`config.mk`:
```
export PLATFORM = sky130hd
export DESIGN_NAME = cfxp_block_accumulator
export DESIGN_NICKNAME = d
export VERILOG_FILES = /design/src/rtl/cfxp_block_accumulator.sv
export SDC_FILE = /design/constraint.sdc
export NUM_CORES = 1
export LEC_CHECK = 0
export CORE_MARGIN = 2
export CORE_UTILIZATION = 56
export CTS_BUF_LIST = sky130_fd_sc_hd__clkbuf_4 sky130_fd_sc_hd__clkbuf_8
export CTS_CLUSTER_DIAMETER = 150
export DETAILED_ROUTE_END_ITERATION = 10
export PLACE_DENSITY = 0.83
export RECOVER_POWER = 50
export SYNTH_ARGS = -nofsm -noshare
export SYNTH_HDL_FRONTEND = slang
export SYNTH_SLANG_ARGS = --single-unit
export TNS_END_PERCENT = 5
```
`constraint.sdc`:
```
create_clock -name clk -period 4.7 [get_ports clk]
set_input_delay 0.94 -clock clk [delete_from_list [all_inputs] [get_ports clk]]
set_output_delay 0.94 -clock clk [all_outputs]
set_load 0.02 [all_outputs]
```
`src/rtl/cfxp_block_accumulator.sv`:
```
// Complex block accumulator: sums blocks of complex products per channel.
// Build option CFXP_ACC_SAT_EN selects saturating instead of wrapping adds.
module cfxp_block_accumulator #(
  parameter int n_int = 8,
  parameter int n_mant = 23,
  parameter int depth = 16,
  localparam int n_tot = n_int + n_mant,
  localparam int CNT_W = $clog2(depth + 1)
) (
  input  logic                    clk,
  input  logic                    rst,
  input  logic                    in_valid,
  output logic                    in_ready,
  input  logic                    in_last,
  input  logic signed [n_tot:0]   inR,
  input  logic signed [n_tot:0]   inI,
  output logic                    out_valid,
  input  logic                    out_ready,
  output logic signed [n_tot:0]   resultR,
  output logic signed [n_tot:0]   resultI,
  output logic [CNT_W-1:0]        count
);

  localparam int W = n_tot + 1;
  localparam logic [CNT_W-1:0] LAST = CNT_W'(depth - 1);

  typedef enum logic {S_ACC, S_HOLD} state_t;

  state_t r_state;
  state_t w_state_n;

  logic signed [W-1:0] r_accR;
  logic signed [W-1:0] r_accI;
  logic signed [W-1:0] r_resR;
  logic signed [W-1:0] r_resI;
  logic [CNT_W-1:0]    r_count;

  logic                w_take;
  logic                w_acc_in;
  logic                w_close;
  logic                w_first;
  logic signed [W-1:0] w_sumR;
  logic signed [W-1:0] w_sumI;

`ifdef CFXP_ACC_SAT_EN
  localparam logic signed [W-1:0] SAT_MAX = {1'b0, {n_tot{1'b1}}};
  localparam logic signed [W-1:0] SAT_MIN = {1'b1, {n_tot{1'b0}}};

  // One guard bit detects signed overflow; clamp to the rail.
  function automatic logic signed [W-1:0] f_add(
    input logic signed [W-1:0] a,
    input logic signed [W-1:0] b
  );
    logic signed [W:0] s;
    s = {a[W-1], a} + {b[W-1], b};
    if (s[W] != s[W-1])
      f_add = s[W] ? SAT_MIN : SAT_MAX;
    else
      f_add = s[W-1:0];
  endfunction
`else
  function automatic logic signed [W-1:0] f_add(
    input logic signed [W-1:0] a,
    input logic signed [W-1:0] b
  );
    f_add = a + b;
  endfunction
`endif

  assign w_take   = out_valid && out_ready;
  assign in_ready = !out_valid || out_ready;
  assign w_acc_in = in_valid && in_ready;
  assign w_first  = (r_count == '0);
  assign w_close  = w_acc_in && (in_last || r_count == LAST);
  assign w_sumR   = w_first ? inR : f_add(r_accR, inR);
  assign w_sumI   = w_first ? inI : f_add(r_accI, inI);

  always_comb begin
    w_state_n = r_state;
    out_valid = 1'b0;
    unique case (r_state)
      S_ACC: begin
        if (w_close)
          w_state_n = S_HOLD;
      end
      S_HOLD: begin
        out_valid = 1'b1;
        if (w_take && !w_close)
          w_state_n = S_ACC;
      end
      default: w_state_n = S_ACC;
    endcase
  end

  always_ff @(posedge clk) begin
    if (rst) begin
      r_state <= S_ACC;
      r_accR  <= '0;
      r_accI  <= '0;
      r_resR  <= '0;
      r_resI  <= '0;
      r_count <= '0;
    end else begin
      r_state <= w_state_n;
      if (w_acc_in) begin
        if (w_close) begin
          r_resR  <= w_sumR;
          r_resI  <= w_sumI;
          r_count <= '0;
        end else begin
          r_accR  <= w_sumR;
          r_accI  <= w_sumI;
          r_count <= r_count + CNT_W'(1);
        end
      end
    end
  end

  assign resultR = r_resR;
  assign resultI = r_resI;
  assign count   = r_count;

endmodule

```
==> results_dict.tcl <==
set metrics [dict create \
    tritoncts_clock_tree "built" \
    powerDensity_nw_per_um2 291.3 \
    die-width_microns 129.9 \
    track_usage 0.2705 \
    count_of_flip_flops_with_a_built_in_enable_after_synthesis 0 \
    post_synth_mux_area_share 0.02962 \
    critical_path.n_buffers_inverters 1 \
    antennaDiodeCount 0 \
    cp-startpoint "inR[0]" \
    worstMarginPinSlew_ns 2.037 \
    hold_path.startpoint "resultR[23]$_SDFFE_PP0P_" \
    synth.area.top_cells "sky130_fd_sc_hd__dfxtp_1, sky130_fd_sc_hd__ha_1, sky130_fd_sc_hd__a211oi_1" \
    syn_nets 1275 \
    synth-simple-area-share 0.2001 \
    yosys_register_bits 134 \
    clock_tree.root_cell "sky130_fd_sc_hd__clkbuf_8" \
    combinational_family_with_the_most_area_after_synthesis "compound AO/OA/AOI/OAI gates" \
    num-fill-cells 1349 \
    rsz0062_at_grt "no" \
    portBuffers 139 \
    remaining_global_route_overflow 0 \
    max-slew-margin-rel -0.3582 \
    xor_xnor_cell_area_share_of_the_yosys_netlist 0.04442 \
    holdWs_ns 0.4541 \
    post_synth.cell_area_avg_sq_um 7.790 \
    h_tree_level_count 4 \
    timing_hold_violations_final 0 \
    insertion_delay_ns 0.46 \
    detailed_route_wire_length_microns 22730 \
    area_growth_pct 20.18 \
    cts.clk_slew.worst_paths_ns 0.07 \
    post_cts.resized_instances 0 \
    worst_ep_arrival_time_ns 4.42 \
    post-cts-setup-buffers 0 \
    fmaxAchievable_mhz 244.8 \
    numPlacedInstances 1431 \
    mappedNetlistArea_sq_um 8872 \
    finalWorstSetupSlack_ns 0.6152 \
    worst_setup_path_start_kind "input pin" \
    worst_clock_skew_ns 0.009130 \
    worstPathCellList "clkdlybuf4s50_1 -> ha_1 -> fa_1 -> a21oi_1 -> o21ai_0 -> a21boi_0 -> nor3_1 -> o41ai_2 -> a21oi_1 -> a311oi_1 -> xor2_1 -> a2111oi_0" \
    layout_cell_share_with_drive_strength_beyond_1 0.04823 \
    setup_violations 0 \
    path_common_cell "sky130_fd_sc_hd__a21oi_1" \
    final_min_period_over_clock_period 0.8691 \
    fp.dieArea_sq_um 16870 \
    timing.max_cap.violations 3 \
    yosysTopAreaCellShare 0.3024 \
    final_cells 1460 \
    first_global_vias 7918 \
    grt_start_max_net_pins 91 \
    tns_ns 0 \
    main_synth_ff_type "sky130_fd_sc_hd__dfxtp_1" \
    worst_r2r_startpoint "r_accR[0]$_SDFFE_PP0P_" \
    num_rows 46 \
    worst_ir_drop_vdd_v 0.0001675 \
    synth_seq_area_share 0.3024 \
    synth-compound-area-share 0.2874 \
    design.portCount 140 \
    min_period_ns 4.085 \
    start_util 0.5667 \
    vias_per_cell 5.879 \
    cts-buffers-inserted 17 \
    finalWeightedCongestion 0.9297 \
    slowest_delay_ns 0.47 \
    hold_class "flip-flop to flip-flop" \
    place.detailed.hpwl_microns 16320 \
    core_sq_um 15660 \
    global_route.usage.met3 0.04182 \
    synthArstFlopShare 0 \
    final_nets 1370 \
    detail-route-antenna-nets 0 \
    cts_hold_repair.buffers 0 \
    syn_inst 1139 \
    avgRoutedWirePerCell_microns 15.57 \
    timing.final.max_slew_violations 111 \
    yosys.cell_types.count 72 \
    vias 8584 \
    yosys.area.top_type "sky130_fd_sc_hd__dfxtp_1" \
    max-clock-path-buffers 2 \
    crit_path_top_delay_cell "sky130_fd_sc_hd__a21boi_0" \
    first_pass_iters 5 \
    grt.busiest_layer "met2" \
    grt_first_pass_wirelength_microns 37180 \
    use_met1 0.3526 \
    timing.critical_path.max_delay_family "compound AO/OA/AOI/OAI gates" \
    fin_total_pwr_mw 3.106 \
    critPathCaptureType "flip-flop" \
    numClockSinks 134 \
    first_iter_violations 576 \
    grt_util_met2 0.4549 \
    die-height_microns 129.9 \
    remaining_drc_errors 0 \
    status "finished, violations left" \
    post-place-ws_ns 0.2199 \
    leakage_nw 4.451 \
    synth.yosys.warnings 0 \
    critPathMaxFanout 3 \
    post_synth_fa_ha_maj_area_fraction 0.09618 \
    setup.worst_path.class "input pin to flip-flop" \
    cp_data_required_time_ns 5.03 \
    failed_checks "capacitance limit, slew limit" \
    grt_antenna_before_repair 0 \
]
## cell usage in the layout (no fill, tap or decap), types with 4 or more instances in the layout
master,n
sky130_fd_sc_hd__nor2_1,188
sky130_fd_sc_hd__dfxtp_1,134
sky130_fd_sc_hd__a21oi_1,110
sky130_fd_sc_hd__a211oi_1,94
sky130_fd_sc_hd__nand2_1,86
sky130_fd_sc_hd__dlygate4sd3_1,72
sky130_fd_sc_hd__clkdlybuf4s50_1,66
sky130_fd_sc_hd__ha_1,65
sky130_fd_sc_hd__o21ai_0,47
sky130_fd_sc_hd__a21o_1,36
sky130_fd_sc_hd__nor3_1,27
sky130_fd_sc_hd__xnor2_1,25
sky130_fd_sc_hd__mux2i_1,24
sky130_fd_sc_hd__xor2_1,20
sky130_fd_sc_hd__clkbuf_8,20
sky130_fd_sc_hd__inv_1,18
sky130_fd_sc_hd__nand3_1,16
sky130_fd_sc_hd__nand4_1,10
sky130_fd_sc_hd__and3_1,9
sky130_fd_sc_hd__a311oi_1,9
sky130_fd_sc_hd__nand2b_1,9
sky130_fd_sc_hd__o21ai_1,9
sky130_fd_sc_hd__o21a_1,8
sky130_fd_sc_hd__a31oi_1,8
sky130_fd_sc_hd__o21bai_1,7
sky130_fd_sc_hd__and2_1,7
sky130_fd_sc_hd__nor3b_1,7
sky130_fd_sc_hd__buf_4,7
sky130_fd_sc_hd__nor2b_1,6
sky130_fd_sc_hd__or2_2,6
sky130_fd_sc_hd__o211a_1,5
sky130_fd_sc_hd__o31a_1,5
sky130_fd_sc_hd__a2111oi_0,5
sky130_fd_sc_hd__o31ai_1,5
sky130_fd_sc_hd__nand3b_1,4
sky130_fd_sc_hd__o22ai_1,4
sky130_fd_sc_hd__clkbuf_4,4
sky130_fd_sc_hd__clkinv_2,4
## cells in the mapped netlist (6+ instances only)
library cell / n
sky130_fd_sc_hd__and2_1: 7
sky130_fd_sc_hd__xnor2_1: 25
sky130_fd_sc_hd__a211oi_1: 94
sky130_fd_sc_hd__mux2i_1: 24
sky130_fd_sc_hd__a31oi_1: 8
sky130_fd_sc_hd__buf_1: 9
sky130_fd_sc_hd__clkbuf_1: 59
sky130_fd_sc_hd__nand2b_1: 9
sky130_fd_sc_hd__and3_1: 9
sky130_fd_sc_hd__dfxtp_1: 134
sky130_fd_sc_hd__ha_1: 65
sky130_fd_sc_hd__or2_2: 7
sky130_fd_sc_hd__nand2_1: 86
sky130_fd_sc_hd__o21ai_1: 9
sky130_fd_sc_hd__a311oi_1: 9
sky130_fd_sc_hd__nor2b_1: 6
sky130_fd_sc_hd__a21o_1: 36
sky130_fd_sc_hd__o21a_1: 8
sky130_fd_sc_hd__nand3_1: 16
sky130_fd_sc_hd__o21ai_0: 47
sky130_fd_sc_hd__nand4_1: 10
sky130_fd_sc_hd__xor2_1: 20
sky130_fd_sc_hd__nor3_1: 27
sky130_fd_sc_hd__o21bai_1: 7
sky130_fd_sc_hd__nor2_1: 188
sky130_fd_sc_hd__nor3b_1: 7
sky130_fd_sc_hd__a21oi_1: 110
sky130_fd_sc_hd__inv_1: 18
## power by group
group | leakage, nW | internal (mW) | switching, mW
sequential | 1.10 | 1.22 | 0.0448
combinational | 3.16 | 0.400 | 0.545
clock | 0.192 | 0.471 | 0.429
## worst register-to-register path, delay by kind of cell, from the launching register on
family | cells | cell delay [ns]
flops | 1 | 0.32
simple gates | 1 | 0.16
compound gates | 7 | 2.12
xor+xnor | 1 | 0.13
fa+ha+maj | 2 | 0.63
## registers in the layout, indices dropped and copies added, names as in the netlist
register  flops
r_accI       32
resultI      32
r_accR       32
resultR      32
count         5
r_state       1
## final timing paths
path	end	depth (start not counted)	slack, ns
setup / recovery	resultR[30]$_SDFFE_PP0P_	12	0.62
hold / removal	resultR[23]$_SDFFE_PP0P_	2	0.45
setup reg to reg	resultR[30]$_SDFFE_PP0P_	11	1.22
hold reg to reg	resultR[23]$_SDFFE_PP0P_	2	0.45
## per-layer routing
layer  wire (microns)  part of all wire  vias up
li1                 -                 -     4344
met1            10610              0.47     4015
met2            10860              0.48      190
met3              772             0.034       35
met4              488             0.021        0
met5                0                 0        -
## cell families after synthesis
kind of cell | Yosys count
buffers and inverters | 91
adders and majority gates | 67
xor gates and xnor gates | 45
DFF | 134
muxes | 26
and+or+nand+nor | 394
AOI/OAI and AO/OA | 382
## stage by stage
| stage | util | cell area [sq um] |
|---|---|---|
| after floorplan | - | 8872 |
| after global routing | 0.6811 | 10660 |
| after detailed placement | 0.6606 | 10340 |
| final | 0.6811 | 10660 |
| after CTS | 0.6833 | 10700 |
| after global placement | 0.6606 | 10340 |
## cell type report
type | count | area [sq um] | share of cell area
multi-input combinational | 914 | 5836 | 0.5473
tap | 216 | 270.3 | 0.02535
timing repair buffer | 149 | 1451 | 0.1361
sequential | 134 | 2683 | 0.2516
clock inverter | 5 | 50.05 | 0.004694
inverter | 18 | 67.56 | 0.006337
clock buffer | 24 | 305.3 | 0.02863
Power figures use the tool's default switching activity.
